<file path="src/rtl/tick_sched_pkg.sv">
// Shared types and parameter defaults for the tick-driven request scheduler.
// Imported by the interface, the scheduler top and the watchdog.
package tick_sched_pkg;

  typedef enum logic {
    IDLE     = 1'b0,
    WAIT_ACK = 1'b1
  } sched_state_t;

  localparam int DEFAULT_PERIOD        = 400001;
  localparam int DEFAULT_TICKS_PER_REQ = 16;
  localparam int DEFAULT_ACK_TIMEOUT   = 4;
  localparam int REQ_COUNT_W           = 16;

  // Bits needed to hold 0..maxVal, never less than one.
  function automatic int cntWidth(input int maxVal);
    int w;
    w = $clog2(maxVal + 1);
    return (w < 1) ? 1 : w;
  endfunction

endpackage

</file>
<file path="src/rtl/tick_req_scheduler_if.sv">
// Handshake bundle between the tick source / downstream agent and the scheduler.
// The slave modport is the scheduler's view; master is the environment's view.
interface tick_req_scheduler_if;
  import tick_sched_pkg::*;

  logic                   tick;
  logic                   ack;
  logic                   req;
  logic                   done;
  logic                   timeout_err;
  logic                   tick_lost;
  logic [REQ_COUNT_W-1:0] req_count;

  modport slave (
    input  tick,
    input  ack,
    output req,
    output done,
    output timeout_err,
    output tick_lost,
    output req_count
  );

  modport master (
    output tick,
    output ack,
    input  req,
    input  done,
    input  timeout_err,
    input  tick_lost,
    input  req_count
  );

endinterface

</file>
<file path="src/rtl/tick_watchdog.sv">
// Sticky detector for a missing tick: flags once PERIOD+1 cycles pass without one.
// A tick arriving exactly PERIOD cycles after the previous one is on time.
module tick_watchdog
  import tick_sched_pkg::*;
#(
  parameter int PERIOD = DEFAULT_PERIOD
) (
  input  logic clk,
  input  logic rst,
  input  logic tick,
  output logic tick_lost
);

  localparam int GW = cntWidth(PERIOD + 1);
  localparam logic [GW-1:0] GAP_SAT   = GW'(PERIOD + 1);
  localparam logic [GW-1:0] GAP_LIMIT = GW'(PERIOD);

  logic [GW-1:0] r_gapCnt;
  logic          r_tickLost;

  // The flag rises on the same edge that the gap counter reaches PERIOD+1.
  always_ff @(posedge clk) begin
    if (rst) begin
      r_gapCnt   <= '0;
      r_tickLost <= 1'b0;
    end else begin
      if (tick) begin
        r_gapCnt <= '0;
      end else if (r_gapCnt != GAP_SAT) begin
        r_gapCnt <= r_gapCnt + 1'b1;
      end
      if (!tick && (r_gapCnt >= GAP_LIMIT)) begin
        r_tickLost <= 1'b1;
      end
    end
  end

  assign tick_lost = r_tickLost;

endmodule

</file>
<file path="src/rtl/tick_req_scheduler.sv">
// Raises req every TICKS_PER_REQ ticks and waits up to ACK_TIMEOUT ticks for ack.
// Define TICK_SCHED_WATCHDOG_EN to include the missing-tick watchdog.
module tick_req_scheduler
  import tick_sched_pkg::*;
#(
  parameter int PERIOD        = DEFAULT_PERIOD,
  parameter int TICKS_PER_REQ = DEFAULT_TICKS_PER_REQ,
  parameter int ACK_TIMEOUT   = DEFAULT_ACK_TIMEOUT
) (
  input logic                 clk,
  input logic                 rst,
  tick_req_scheduler_if.slave bus
);

  localparam int TW = cntWidth(TICKS_PER_REQ - 1);
  localparam int WW = cntWidth(ACK_TIMEOUT);
  localparam logic [TW-1:0] TICK_LAST = TW'(TICKS_PER_REQ - 1);
  localparam logic [WW-1:0] WAIT_LAST = WW'(ACK_TIMEOUT - 1);

  if ((PERIOD < 1) || (TICKS_PER_REQ < 2) || (ACK_TIMEOUT < 1)) begin : g_badParams
    $error("tick_req_scheduler: PERIOD>=1, TICKS_PER_REQ>=2, ACK_TIMEOUT>=1 required");
  end

  sched_state_t           r_state;
  logic [TW-1:0]          r_tickCnt;
  logic [WW-1:0]          r_waitCnt;
  logic                   r_done;
  logic                   r_timeoutErr;
  logic [REQ_COUNT_W-1:0] r_reqCount;

  sched_state_t           w_nextState;
  logic [TW-1:0]          w_nextTickCnt;
  logic [WW-1:0]          w_nextWaitCnt;
  logic                   w_nextDone;
  logic                   w_nextTimeoutErr;
  logic [REQ_COUNT_W-1:0] w_nextReqCount;
  logic                   w_tickLost;

  always_ff @(posedge clk) begin
    if (rst) begin
      r_state      <= IDLE;
      r_tickCnt    <= '0;
      r_waitCnt    <= '0;
      r_done       <= 1'b0;
      r_timeoutErr <= 1'b0;
      r_reqCount   <= '0;
    end else begin
      r_state      <= w_nextState;
      r_tickCnt    <= w_nextTickCnt;
      r_waitCnt    <= w_nextWaitCnt;
      r_done       <= w_nextDone;
      r_timeoutErr <= w_nextTimeoutErr;
      r_reqCount   <= w_nextReqCount;
    end
  end

  // Ack is checked before the timeout tick so a simultaneous ack still counts.
  always_comb begin
    w_nextState      = r_state;
    w_nextTickCnt    = r_tickCnt;
    w_nextWaitCnt    = r_waitCnt;
    w_nextDone       = 1'b0;
    w_nextTimeoutErr = 1'b0;
    w_nextReqCount   = r_reqCount;

    unique case (r_state)
      IDLE: begin
        if (bus.tick) begin
          if (r_tickCnt == TICK_LAST) begin
            w_nextTickCnt = '0;
            w_nextWaitCnt = '0;
            w_nextState   = WAIT_ACK;
          end else begin
            w_nextTickCnt = r_tickCnt + 1'b1;
          end
        end
      end
      WAIT_ACK: begin
        if (bus.ack) begin
          w_nextState    = IDLE;
          w_nextDone     = 1'b1;
          w_nextReqCount = r_reqCount + 1'b1;
          w_nextTickCnt  = '0;
          w_nextWaitCnt  = '0;
        end else if (bus.tick) begin
          if (r_waitCnt == WAIT_LAST) begin
            w_nextState      = IDLE;
            w_nextTimeoutErr = 1'b1;
            w_nextTickCnt    = '0;
            w_nextWaitCnt    = '0;
          end else begin
            w_nextWaitCnt = r_waitCnt + 1'b1;
          end
        end
      end
      default: begin
        w_nextState = IDLE;
      end
    endcase
  end

`ifdef TICK_SCHED_WATCHDOG_EN
  tick_watchdog #(
    .PERIOD(PERIOD)
  ) u_watchdog (
    .clk      (clk),
    .rst      (rst),
    .tick     (bus.tick),
    .tick_lost(w_tickLost)
  );
`else
  assign w_tickLost = 1'b0;
`endif

  assign bus.req         = (r_state == WAIT_ACK);
  assign bus.done        = r_done;
  assign bus.timeout_err = r_timeoutErr;
  assign bus.tick_lost   = w_tickLost;
  assign bus.req_count   = r_reqCount;

endmodule
</file>
<file path="src/flat_wrapper.sv">
// flat-port wrapper written by rule: the top's interface ports become plain ports
module tick_req_scheduler_flat import tick_sched_pkg::*;
#(
  parameter int PERIOD        = DEFAULT_PERIOD,
  parameter int TICKS_PER_REQ = DEFAULT_TICKS_PER_REQ,
  parameter int ACK_TIMEOUT   = DEFAULT_ACK_TIMEOUT
)
  (clk, rst, bus_tick, bus_ack, bus_req, bus_done, bus_timeout_err, bus_tick_lost, bus_req_count);
  tick_req_scheduler_if bus_i ();
  input logic clk;
  input logic rst;
  input wire logic [$bits(bus_i.tick)-1:0] bus_tick;
  input wire logic [$bits(bus_i.ack)-1:0] bus_ack;
  output wire logic [$bits(bus_i.req)-1:0] bus_req;
  output wire logic [$bits(bus_i.done)-1:0] bus_done;
  output wire logic [$bits(bus_i.timeout_err)-1:0] bus_timeout_err;
  output wire logic [$bits(bus_i.tick_lost)-1:0] bus_tick_lost;
  output wire logic [$bits(bus_i.req_count)-1:0] bus_req_count;
  assign bus_i.tick = bus_tick;
  assign bus_i.ack = bus_ack;
  assign bus_req = bus_i.req;
  assign bus_done = bus_i.done;
  assign bus_timeout_err = bus_i.timeout_err;
  assign bus_tick_lost = bus_i.tick_lost;
  assign bus_req_count = bus_i.req_count;
  tick_req_scheduler #(.PERIOD(PERIOD), .TICKS_PER_REQ(TICKS_PER_REQ), .ACK_TIMEOUT(ACK_TIMEOUT)) u_core (.clk(clk), .rst(rst), .bus(bus_i));
endmodule
</file>
<file path="config.mk">
export PLATFORM = sky130hd
export DESIGN_NAME = tick_req_scheduler_flat
export DESIGN_NICKNAME = d
export VERILOG_FILES = /design/src/rtl/tick_sched_pkg.sv /design/src/rtl/tick_req_scheduler_if.sv /design/src/rtl/tick_watchdog.sv /design/src/rtl/tick_req_scheduler.sv /design/src/flat_wrapper.sv
export SDC_FILE = /design/constraint.sdc
export NUM_CORES = 1
export LEC_CHECK = 0
export BUFFER_PORTS_ARGS = -buffer_cell sky130_fd_sc_hd__buf_2
export CAP_MARGIN = 20
export CORE_UTILIZATION = 53
export DETAILED_ROUTE_END_ITERATION = 6
export GPL_ROUTABILITY_DRIVEN = 0
export HOLD_SLACK_MARGIN = 0.03
export MAX_ROUTING_LAYER = met4
export PLACE_DENSITY = 0.77
export SLEW_MARGIN = 0
export SYNTH_ARGS = -nofsm -noshare
export SYNTH_HDL_FRONTEND = slang
export SYNTH_SLANG_ARGS = --single-unit
</file>
<file path="constraint.sdc">
create_clock -name clk -period 1.84 [get_ports clk]
set_clock_uncertainty 0.2 [all_clocks]
set_input_delay 0.092 -clock clk [delete_from_list [all_inputs] [get_ports clk]]
set_output_delay 0.092 -clock clk [all_outputs]
set_load 0.01 [all_outputs]
</file>
Word-level counts from Yosys, hierarchy flattened
Index checks and enable logic that the tools add are counted.
{"block": "totals", "reg_bits": 26, "input_bits": 4}
{"block": "classes", "addsub": 3, "eq_ne": 6, "n_mux": 20, "bitwise_logic": 2, "reduce_logical": 5}
{"op": "2-to-1 mux 4 bit", "n": 5}
{"op": "adder 16 x 1 -> 16 bit (second input constant)", "n": 1}
{"op": "2-to-1 mux 3 bit", "n": 5}
{"op": "case mux 4 bit (2 select lines)", "n": 1}
{"op": "2-to-1 mux 1 bit", "n": 7}
{"op": "!= test 3 bit (second input constant)", "n": 2}
{"op": "case mux 3 bit (2 select lines)", "n": 1}
{"op": "AND reduction 3 bit", "n": 2}
{"op": "adder 4 x 1 -> 4 bit (second input constant)", "n": 1}
{"op": "== test 4 bit (second input constant)", "n": 1}
{"op": "OR reduction 4 bit", "n": 1}
{"op": "adder 3 x 1 -> 3 bit (second input constant)", "n": 1}
{"op": "== test 3 x 2 -> 1 bit (second input constant)", "n": 1}
{"op": "!= test 2 x 1 -> 1 bit (second input constant)", "n": 1}
{"op": "!= test 2 bit (second input constant)", "n": 1}
{"op": "inverter 1 bit", "n": 2}
{"op": "case mux 1 bit (2 select lines)", "n": 1}
{"op": "AND reduction 2 bit", "n": 1}
{"op": "OR reduction 2 bit", "n": 1}

Depth between registers and ports, before layout
{"block": "depth", "depth_word": 5, "depth_mapped": 6, "ltp_nobuf": 5}

Worst setup path before layout
No wires, ideal clock.
{"block": "synth_path", "kind": "register to register", "start": "register u_core.r_reqCount[2] (netlist: u_core.bus.req_count[2])", "end": "register u_core.r_reqCount[15] (netlist: u_core.bus.req_count[15])", "setup_ns": 0.071, "arrival_time_ns": 1.438, "required_ns": 1.569, "path_slack_ns": 0.132, "path_stages_with_launch": 6, "path_buffers": 1, "cell_sequence": "dfxtp_1 and4_1 buf_6 nand3_4 or4_1 a21oi_1"}
{"block": "synth_between", "elab_chain_cells": 1}
{"element": "from (decl)", "line_no": "tick_req_scheduler.sv:29", "rtl": "logic [REQ_COUNT_W-1:0] r_reqCount;"}
{"element": "from (signal assigned)", "line_no": "tick_req_scheduler.sv:53", "rtl": "r_reqCount <= w_nextReqCount;"}
{"element": "adder 16 x 1 -> 16 bit", "line_no": "tick_req_scheduler.sv:82", "rtl": "w_nextReqCount = r_reqCount + 1'b1;"}
No other way between the ends.
A chain may end at the register's enable or synchronous reset.

Final worst setup path
{"block": "layout_path", "start": "register u_core.r_reqCount[4] (netlist: u_core.bus.req_count[4])", "end": "register u_core.r_reqCount[15] (netlist: u_core.bus.req_count[15])"}
The elaborated chain is that of the path after synthesis.

==> flow_metrics.py <==
metrics = {
    "yosys": {
        "synthFlopType": "dfxtp_1",
        "synth_edf_count": 0,
        "yosys_warnings": 0,
        "yosysSeqAreaShare": 0.440,
        "synth_compound_gate_area_share": 0.117,
        "synthCells": 136,
        "synthesis.area_mm2": 0.00118,
        "synth_cell_types": 35,
        "post_synth_mux_area_share": 0,
        "synth-simple-area-share": 0.281,
        "synth_xor_area_frac": 0.0815,
        "synthAdderAreaFrac": 0.0317,
        "synth-seq-cells": 26,
        "synth_top_family_by_area": "simple AND/OR/NAND/NOR gates",
        "postSynthAreaPerCell_um2": 8.69,
        "ys_async_sr_fraction": 0,
        "synth_nets": 143,
    },
    "die": {
        "die_height_um": 49.2,
        "start_util": 0.585,
        "coreArea_mm2": 0.00202,
        "fp.dieW_um": 49.2,
        "pin_count": 24,
        "dieArea_mm2": 0.00242,
        "row_count": 16,
    },
    "worst_setup_path": {
        "start_kind": "register",
        "rrSetupSlack_ps": 90,
        "cpMaxStageDelayCell": "or4_1",
        "end_kind": "register",
        "cp.required_ps": 1900,
        "worstPathCellList": "and4_1 -> nand3_4 -> or4_1 -> a21oi_1",
        "r2r_cells": 4,
        "path_max_fanout": 5,
        "regToRegStartpoint": "u_core.bus.req_count[4]",
        "crit_type": "register to register",
        "r2r_end": "u_core.bus.req_count[15]",
        "slowest_delay_ps": 490,
        "worstPathArrival_ps": 1810,
    },
    "clocking": {
        "clk_pin_slew_ps": 140,
        "h-tree-depth": 1,
        "max-clock-path-buffers": 2,
        "numCtsBuffers": 3,
        "clockRootBuffer": "clkbuf_4",
        "clk_latency_ps": 320,
        "cts_tree": "yes",
        "cts.sink_count": 26,
    },
    "finish": {
        "n_fill_cell": 182,
        "utilization": 0.699,
        "antenna_cells": 0,
        "layout-drive-gt1-share": 0.230,
        "areaGrowthSynthToFinish_pct": 19.5,
        "nNetsFinal": 173,
        "seq_area_um2": 522,
        "multi_input_area_um2": 611,
    },
    "place": {
        "place_hpwl_um": 1630,
        "portBuffers": 22,
        "post-place-ws_ps": 137,
    },
    "sta": {
        "finalHoldViolations": 0,
        "rsz0062_at_grt": "false",
        "fmax_mhz": 573,
        "fin_crit_ps": 1750,
        "timing.final.crit_share": 0.949,
        "maxSlewViolCount": 0,
        "setup_viol": 0,
        "setup_tns_ps": 0,
        "fin_ws_ps": 94.1,
    },
    "worst_hold_path": {
        "worstHoldPathType": "register to register",
        "holdPathStages": 2,
        "whs_endpoint": "u_core.r_waitCnt[2]",
        "worstHoldStart": "u_core.r_waitCnt[2]",
    },
    "run_status": {
        "run_status": "finished clean",
    },
    "global_route": {
        "grt_pass1_wl_um": 4130,
        "grt_start_max_net_pins": 27,
        "gr-total-overflow": 0,
        "grt_pass1_vias": 1012,
        "antenna_found_initial": 0,
        "grt_usage": 0.225,
    },
    "route": {
        "wl_um": 2340,
        "detail_route.wl_per_cell_um": 12.2,
        "viasPerCell": 5.45,
        "firstDrtPassIters": 4,
        "vias": 1047,
        "drt_iter0_markers": 18,
        "drc_errors": 0,
        "ant_nets": 0,
    },
    "power_and_ir_drop": {
        "p_leak_nw": 0.612,
        "cellPowerDensity_mw_per_mm2": 633,
        "vdd_drop_max_uv": 549,
    },
    "job": {
        "maxCapViolCount": 0,
    },
}
[power by group]
part | switching [mW] | internal (mW) | total, mW
Sequential | 0.00398 | 0.566 | 0.570
Clock | 0.168 | 0.121 | 0.289
Combinational | 0.0209 | 0.0135 | 0.0344
[cell usage after synthesis, drive strengths merged, types with 2 or more instances]
library cell	number	area, um2
a21oi	12	60.1
and3	3	18.8
and4	3	26.3
buf	4	28.8
clkbuf	4	16.3
dfxtp	26	521
ha	3	37.5
inv	2	7.51
nand2	8	30.0
nand2b	3	18.8
nand3	7	47.6
nand4	7	43.8
nor2	20	75.1
o21ai	6	30.0
or3	4	26.3
xor2	10	87.6
[layout by cell type, fill, tap and decap left out, types with 3 or more instances in the layout]
cell type and instances:
or3_1 3, buf_4 7, nor2_1 20, nand3_1 6, nand2b_1 3, ha_1 3, buf_2 22, nand4_1 7
dfxtp_1 25, o21ai_0 6, and4_1 3, xor2_1 10, dlygate4sd3_1 4, nand2_1 8, clkbuf_4 3, a21oi_1 12
[layer usage]
layer / up-vias / global-route usage / share of wire
li1: 535 / - / -
met1: 483 / 0.272 / 0.49
met2: 25 / 0.372 / 0.47
met3: 4 / 0.0374 / 0.037
met4: 0 / 0.0882 / 0.0094
met5: - / - / 0
[area by class of cell]
type,count,share of cell area
Timing Repair Buffer,33,0.143
Clock buffer,4,0.0257
Sequential cell,26,0.369
Inverter,2,0.00531
Multi-Input combinational cell,100,0.432
Tap cell,27,0.0239
[sequential cells by signal, summed over array words and instances (netlist names)]
| register | flops |
|---|---|
| u_core.bus.req | 1 |
| u_core.bus.req_count | 16 |
| u_core.bus.timeout_err | 1 |
| u_core.r_waitCnt | 3 |
| u_core.bus.done | 1 |
| u_core.r_tickCnt | 4 |
[worst max-delay path by stage]
stage	startpoint	endpoint	slack, ps	cells past startpoint
finish	u_core.bus.req_count[4]	u_core.bus.req_count[15]	90	4
global route	u_core.bus.req	u_core.bus.req_count[15]	8	4
CTS	u_core.bus.req_count[4]	u_core.bus.req_count[15]	100	4
detailed placement	u_core.bus.req_count[4]	u_core.bus.req_count[15]	140	4
global placement	u_core.bus.req_count[4]	u_core.bus.req_count[15]	190	4
floorplan	u_core.bus.req_count[2]	u_core.bus.req_count[15]	130	5
[through the flow]
step	power, mW	hold slack, ps	cells	instance area, um2
CTS	0.898	266	191	1400
global route	0.925	304	192	1410
finish	0.894	264	192	1410
global placement	0.611	212	183	1330
floorplan	0.604	52.0	136	1180
detailed placement	0.612	217	183	1330
[critical path, delay by kind of cell (launching register included)]
family	cells	cell delay, ps
AO/OA/AOI/OAI	1	140
flip-flops	1	410
AND/OR/NAND/NOR	3	940
[cell families after synthesis]
family | Yosys count
adder cells (fa/ha/maj) | 3
AO/OA/AOI/OAI | 24
flip-flops | 26
AND/OR/NAND/NOR | 61
other | 1
buffers and inverters | 10
XOR/XNOR | 11
[repair_timing]
action / CTS / global route
hold endpoints to repair: 25 / 0
gates resized for setup: 0 / 2
hold buffers: 4 / 0
buffers inserted: 0 / 1
endpoints found under the setup margin: 0 / 2
Power figures use the tool's default switching activity.
